===== config.mk =====
export PLATFORM = sky130hd
export DESIGN_NAME = thermometer_mask_pipe
export DESIGN_NICKNAME = d
export VERILOG_FILES = /design/src/rtl/thermo_pkg.sv /design/src/rtl/thermometer_mask_core.sv /design/src/rtl/thermometer_mask_pipe.sv
export SDC_FILE = /design/constraint.sdc
export NUM_CORES = 1
export LEC_CHECK = 0
export CAP_MARGIN = 20
export CORE_ASPECT_RATIO = 1.75
export CORE_UTILIZATION = 60
export DETAILED_ROUTE_END_ITERATION = 10
export PLACE_DENSITY = 0.92
export SLEW_MARGIN = 30
export SYNTH_ARGS = -nofsm -noshare
export SYNTH_HDL_FRONTEND = slang
export SYNTH_HIERARCHICAL = 1
export SYNTH_SLANG_ARGS = --single-unit
export TNS_END_PERCENT = 30

===== constraint.sdc =====
create_clock -name clk -period 12.15 [get_ports clk]
set_clock_uncertainty 0.2 [all_clocks]
set_input_delay 2.43 -clock clk [delete_from_list [all_inputs] [get_ports clk]]
set_output_delay 2.43 -clock clk [all_outputs]
set_load 0.01 [all_outputs]

===== src/rtl/thermo_pkg.sv =====
// Shared types and helpers for the thermometer mask pipeline.
// Fill helpers work at a fixed maximum width; callers slice the low bits they need.
package thermo_pkg;

    typedef enum logic [1:0] {
        LOW_FILL  = 2'd0,
        HIGH_FILL = 2'd1,
        RANGE     = 2'd2,
        RANGE_INV = 2'd3
    } thermo_mode_t;

    // Widest supported index operand is THERMO_IDX_W-1 bits (mask up to 128 bits).
    localparam int THERMO_IDX_W = 8;
    localparam int THERMO_MAX_W = 2 ** THERMO_IDX_W;

    // Low fill of k ones: one-hot of k, then a log-depth prefix OR toward bit 0.
    // Bit i of the result is set when the one-hot bit sits strictly above i.
    function automatic logic [THERMO_MAX_W-1:0] thermo_low(input logic [THERMO_IDX_W:0] k);
        logic [THERMO_MAX_W:0] spread;
        spread = (THERMO_MAX_W + 1)'(1) << k;
        for (int d = 1; d <= THERMO_MAX_W; d = d * 2) begin
            spread = spread | (spread >> d);
        end
        return spread[THERMO_MAX_W:1];
    endfunction

    // Thermometer fill of k ones inside an n_bits wide field.
    // The high variant sets bits [n_bits-1 : n_bits-k], matching the legacy decoder.
    function automatic logic [THERMO_MAX_W-1:0] thermo_fill(input logic [THERMO_IDX_W:0] k,
                                                            input logic                  high,
                                                            input logic [THERMO_IDX_W:0] n_bits);
        logic [THERMO_MAX_W-1:0] result;
        if (high) begin
            result = thermo_low(n_bits) & ~thermo_low(n_bits - k);
        end else begin
            result = thermo_low(k);
        end
        return result;
    endfunction

endpackage


===== src/rtl/thermometer_mask_core.sv =====
// Combinational mask generator: two fill modes plus inclusive range and its inverse.
// Range is LOW_FILL(hi+1) & ~LOW_FILL(lo), so lo > hi naturally yields zero.
module thermometer_mask_core
    import thermo_pkg::*;
#(
    parameter  int InBitWidth  = 5,
    localparam int OutBitWidth = 2 ** InBitWidth
) (
    input  thermo_mode_t            mode,
    input  logic [InBitWidth-1:0]   lo,
    input  logic [InBitWidth-1:0]   hi,
    output logic [OutBitWidth-1:0]  mask
);

    localparam int IdxPad = THERMO_IDX_W + 1 - InBitWidth;

    logic [THERMO_IDX_W:0]   lo_ext;
    logic [THERMO_IDX_W:0]   hi_plus_one;
    logic [THERMO_IDX_W:0]   n_ext;
    logic [THERMO_MAX_W-1:0] fill_lo_full;
    logic [THERMO_MAX_W-1:0] fill_hi_full;
    logic [THERMO_MAX_W-1:0] fill_hp_full;
    logic [OutBitWidth-1:0]  range_mask;
    logic                    unused_fill_bits;

    // Bits above the configured mask width are always zero and intentionally dropped.
    assign unused_fill_bits = ^{fill_lo_full[THERMO_MAX_W-1:OutBitWidth],
                                fill_hi_full[THERMO_MAX_W-1:OutBitWidth],
                                fill_hp_full[THERMO_MAX_W-1:OutBitWidth]};

    // Build the three fills, combine into the range mask, then pick by mode.
    always_comb begin
        lo_ext       = {{IdxPad{1'b0}}, lo};
        hi_plus_one  = {{IdxPad{1'b0}}, hi} + (THERMO_IDX_W + 1)'(1);
        n_ext        = (THERMO_IDX_W + 1)'(OutBitWidth);
        fill_lo_full = thermo_fill(lo_ext, 1'b0, n_ext);
        fill_hi_full = thermo_fill(lo_ext, 1'b1, n_ext);
        fill_hp_full = thermo_fill(hi_plus_one, 1'b0, n_ext);
        range_mask   = fill_hp_full[OutBitWidth-1:0] & ~fill_lo_full[OutBitWidth-1:0];
        mask         = '0;
        unique case (mode)
            LOW_FILL:  mask = fill_lo_full[OutBitWidth-1:0];
            HIGH_FILL: mask = fill_hi_full[OutBitWidth-1:0];
            RANGE:     mask = range_mask;
            RANGE_INV: mask = ~range_mask;
            default:   mask = '0;
        endcase
    end

endmodule


===== src/rtl/thermometer_mask_pipe.sv =====
// Two-stage pipelined mask generator with valid/ready flow control.
// Stage 1 holds the computed mask and tag, stage 2 adds the popcount.
module thermometer_mask_pipe
    import thermo_pkg::*;
#(
    parameter  int InBitWidth  = 5,
    parameter  int TagWidth    = 4,
    localparam int OutBitWidth = 2 ** InBitWidth
) (
    input  logic                   clk,
    input  logic                   rst,
    input  logic                   in_valid,
    output logic                   in_ready,
    input  logic [1:0]             in_mode,
    input  logic [InBitWidth-1:0]  in_lo,
    input  logic [InBitWidth-1:0]  in_hi,
    input  logic [TagWidth-1:0]    in_tag,
    output logic                   out_valid,
    input  logic                   out_ready,
    output logic [OutBitWidth-1:0] out_mask,
    output logic [InBitWidth:0]    out_ones,
    output logic [TagWidth-1:0]    out_tag
);

    logic                   advance;
    logic                   accept;
    logic [OutBitWidth-1:0] core_mask;

    logic                   s1_valid_q, s1_valid_d;
    logic [OutBitWidth-1:0] s1_mask_q,  s1_mask_d;
    logic [TagWidth-1:0]    s1_tag_q,   s1_tag_d;
    logic                   s2_valid_q, s2_valid_d;
    logic [OutBitWidth-1:0] s2_mask_q,  s2_mask_d;
    logic [InBitWidth:0]    s2_ones_q,  s2_ones_d;
    logic [TagWidth-1:0]    s2_tag_q,   s2_tag_d;
    logic [InBitWidth:0]    ones_sum;

    thermometer_mask_core #(
        .InBitWidth (InBitWidth)
    ) u_core (
        .mode (thermo_mode_t'(in_mode)),
        .lo   (in_lo),
        .hi   (in_hi),
        .mask (core_mask)
    );

    // Handshake: stage 2 frees up when empty or drained; stage 1 may accept when it can move on.
    always_comb begin
        advance  = !s2_valid_q || out_ready;
        in_ready = !rst && (!s1_valid_q || advance);
        accept   = in_valid && in_ready;
    end

    // Popcount of the registered stage-1 mask.
    always_comb begin
        ones_sum = '0;
        for (int i = 0; i < OutBitWidth; i++) begin
            ones_sum = ones_sum + {{InBitWidth{1'b0}}, s1_mask_q[i]};
        end
    end

    // Next-state for both stages; data registers hold when not loading so stalls keep outputs stable.
    always_comb begin
        s1_valid_d = s1_valid_q;
        s1_mask_d  = s1_mask_q;
        s1_tag_d   = s1_tag_q;
        s2_valid_d = s2_valid_q;
        s2_mask_d  = s2_mask_q;
        s2_ones_d  = s2_ones_q;
        s2_tag_d   = s2_tag_q;
        if (accept) begin
            s1_valid_d = 1'b1;
            s1_mask_d  = core_mask;
            s1_tag_d   = in_tag;
        end else if (advance) begin
            s1_valid_d = 1'b0;
        end
        if (advance) begin
            s2_valid_d = s1_valid_q;
            if (s1_valid_q) begin
                s2_mask_d = s1_mask_q;
                s2_ones_d = ones_sum;
                s2_tag_d  = s1_tag_q;
            end
        end
    end

    // Pipeline registers with synchronous reset discarding anything in flight.
    always_ff @(posedge clk) begin
        if (rst) begin
            s1_valid_q <= 1'b0;
            s1_mask_q  <= '0;
            s1_tag_q   <= '0;
            s2_valid_q <= 1'b0;
            s2_mask_q  <= '0;
            s2_ones_q  <= '0;
            s2_tag_q   <= '0;
        end else begin
            s1_valid_q <= s1_valid_d;
            s1_mask_q  <= s1_mask_d;
            s1_tag_q   <= s1_tag_d;
            s2_valid_q <= s2_valid_d;
            s2_mask_q  <= s2_mask_d;
            s2_ones_q  <= s2_ones_d;
            s2_tag_q   <= s2_tag_d;
        end
    end

    assign out_valid = s2_valid_q;
    assign out_mask  = s2_mask_q;
    assign out_ones  = s2_ones_q;
    assign out_tag   = s2_tag_q;

endmodule


==> results.json <==
{
  "fin_crit_sh_pct": 52.68,
  "root_buffer": "clkbuf_16",
  "numCtsBuffers": 9,
  "postCtsSetupBuffers": 0,
  "critPathLaunch": "out_ready",
  "drv_cap": 0,
  "hold_class": "flop to flop",
  "seq_area_um2": 1602,
  "synthArstFlopShare_pct": 0,
  "n_fill_cell": 725,
  "syn_avg_cell_area_um2": 7.488,
  "path_class": "input port to output port",
  "start_util_pct": 62.49,
  "worst_hold_slack_ns": 0.2516,
  "hpwl_mm": 14.88,
  "fin_nets": 872,
  "ys_warn_count": 6,
  "cts_resized": 0,
  "ctsHoldBuffers": 0,
  "regToRegSetupSlack_ns": 6.65,
  "final_max_slew_viol_count": 0,
  "grt_busiest_layer": "met2",
  "placedCellCount": 929,
  "die-area_um2": 10340,
  "drt_pre_antenna_iters": 6,
  "chipWidth_um": 77.30,
  "grt_max_degree": 65,
  "worst_pin_slew_ns": 0.9462,
  "drc_errors": 0,
  "min_delay_path_depth": 2,
  "drt_iter0_markers": 724,
  "grt_pass1_vias": 6130,
  "met1_usage_pct": 42.18,
  "place_congestion": 1.165,
  "row_count": 47,
  "placed_area_um2": 6490,
  "rsz0062_at_grt": "false",
  "ir_drop_uv": 132.9,
  "max_clock_freq_mhz": 156.2,
  "crit_path_start_kind": "input port",
  "final_cell_area_um2": 6845,
  "use_met3_pct": 9.932,
  "synthesis.area_um2": 5953,
  "ios": 64,
  "fin_util_pct": 71.85,
  "diodes": 0,
  "viasPerCell": 6.787,
  "fin_crit_ns": 6.400,
  "synthCells": 795,
  "setup_violations": 0,
  "antenna_found_initial": 0,
  "ant_nets": 0,
  "drive_above_1_share_pct": 5.954,
  "io_buffers": 63,
  "cts.sinks": 80,
  "synth-edff-count": 0,
  "clock_latency_ns": 0.34,
  "min_to": "out_ones[0]$_SDFFE_PP0P_",
  "synth_fp_nets": 849,
  "stdcell_count": 945,
  "overflow": 0,
  "pwr_density_cell_nw_per_um2": 169.2,
  "synthFlopType": "dfxtp_1",
  "syn_to_final_growth_pct": 14.99,
  "vias": 6414,
  "grt_util_met2_pct": 73.25,
  "synth_seq_area_share_pct": 26.90,
  "r2r-start": "s1_mask_q[11]$_SDFFE_PP0P_",
  "arrival_ns": 3.77,
  "ff2ff_path_depth": 17,
  "grt.total_usage_pct": 42.66,
  "critPathRequiredTime_ns": 9.52,
  "synth_seq_cells": 80,
  "tritoncts": "built",
  "leakage_nw": 2.559,
  "clk_pin_slew_worst_paths_ns": 0.06,
  "grt_pass1_wl_mm": 33.24,
  "crit_path_max_fanout": 4,
  "hp-start": "out_ones[0]$_SDFFE_PP0P_",
  "cts_buffer_depth": 2,
  "postRouteWirelength_mm": 21.70,
  "status": "complete, no violations",
  "hold_viol_final": 0,
  "htree_num_levels": 3,
  "finalSetupTns_ns": 0,
  "worstSetupEndpointType": "output port",
  "max-slew-margin-rel_pct": 36.53,
  "ys_types": 72,
  "r2r-end": "out_ones[4]$_SDFFE_PP0P_",
  "core_um2": 9527,
  "multi_input_area_um2": 3872,
  "die_h_um": 133.8,
  "wl_per_cell_um": 22.96
}
-- placed cells by master, fill, tap and decap left out, types with 12 or more instances in the layout --
cell type and count:
a21oi_1 81, clkdlybuf4s50_1 62, dfxtp_1 80, fa_1 24
inv_1 39, nand2_1 172, nand3_1 12, nor2_1 39
o21ai_0 52, o31ai_1 18, xnor2_1 26
-- flip-flops by register name, summed over array words and instances, names as in the netlist --
register,cells
out_mask,32
out_ones,6
out_tag,4
out_valid,1
s1_mask_q,32
s1_tag_q,4
s1_valid_q,1
-- synth_stat cells, types with 5 or more instances --
master     number  area [um2]
inv_1          40       150.1
nand2b_1       10       62.56
buf_2          25       125.1
buf_6           7       78.83
nand3_1        12       60.06
o31ai_2         8       100.1
a2bb2oi_1       5       43.79
o211ai_1        7       52.55
clkbuf_1       23       86.33
o21ai_0        52       260.3
a21oi_1        81       405.4
nand2_1       172       645.6
nor2b_1         9       56.30
nor3_1         11       55.05
o21a_1          8       60.06
o31ai_1        18       135.1
a211oi_1        6       45.04
buf_1           5       18.77
xnor2_1        26       227.7
nor4_1          5       31.28
nor2_1         39       146.4
ha_1           10       125.1
and2_1          6       37.54
fa_1           24       480.5
dfxtp_1        80        1602
o21ai_1        11       55.05
a21o_1          5       37.54
-- area by class of cell --
| type | instances | share of cell area [%] |
|---|---|---|
| clock buffers | 12 | 3.747 |
| clock inverters | 4 | 1.444 |
| inverters | 43 | 2.376 |
| multi-input cells | 611 | 56.57 |
| flip-flops and latches | 80 | 23.40 |
| well taps | 122 | 2.230 |
| repair buffers | 73 | 10.24 |
-- worst max path at each step --
stage	end	slack, ns
after global routing	s1_mask_q[5]$_SDFFE_PP0P_	5.62
after global placement	s1_mask_q[5]$_SDFFE_PP0P_	5.68
after detailed placement	s1_mask_q[5]$_SDFFE_PP0P_	5.55
final	in_ready	5.75
after CTS	in_ready	5.77
after floorplan	in_ready	6.53
-- cells by family after synthesis --
group / Yosys count / synth area share, %
fa+ha+maj: 36 / 10.51
simple gates: 292 / 22.03
mux: 1 / 0.1681
compound gates: 255 / 28.37
buf+inv: 104 / 8.049
xor+xnor: 27 / 3.972
flops: 80 / 26.90
-- worst max-delay path, cell delays in order --
cell and delay, ns:
clkdlybuf4s50_1 0.42, nor2b_1 0.27, a21oi_1 0.13, clkdlybuf4s50_1 0.52
-- metrics by stage --
stage	power, mW	setup WS, ns
finish	1.158	5.750
global route	1.216	5.625
CTS	1.135	5.772
detailed placement	0.7899	5.551
global placement	0.7503	5.684
floorplan	0.6500	6.525
-- layer usage --
layer  part of all wire (%)  routed length [um]
met1                     33                7165
met2                     50               10790
met3                    8.0                1732
met4                    9.3                2007
met5                      0                   0
-- where the power goes --
group,internal [mW],total [mW],switching [mW]
registers,0.284,0.304,0.0196
logic,0.219,0.537,0.318
clock network,0.213,0.317,0.105
total,0.716,1.16,0.442
Power figures use the tool's default switching activity.
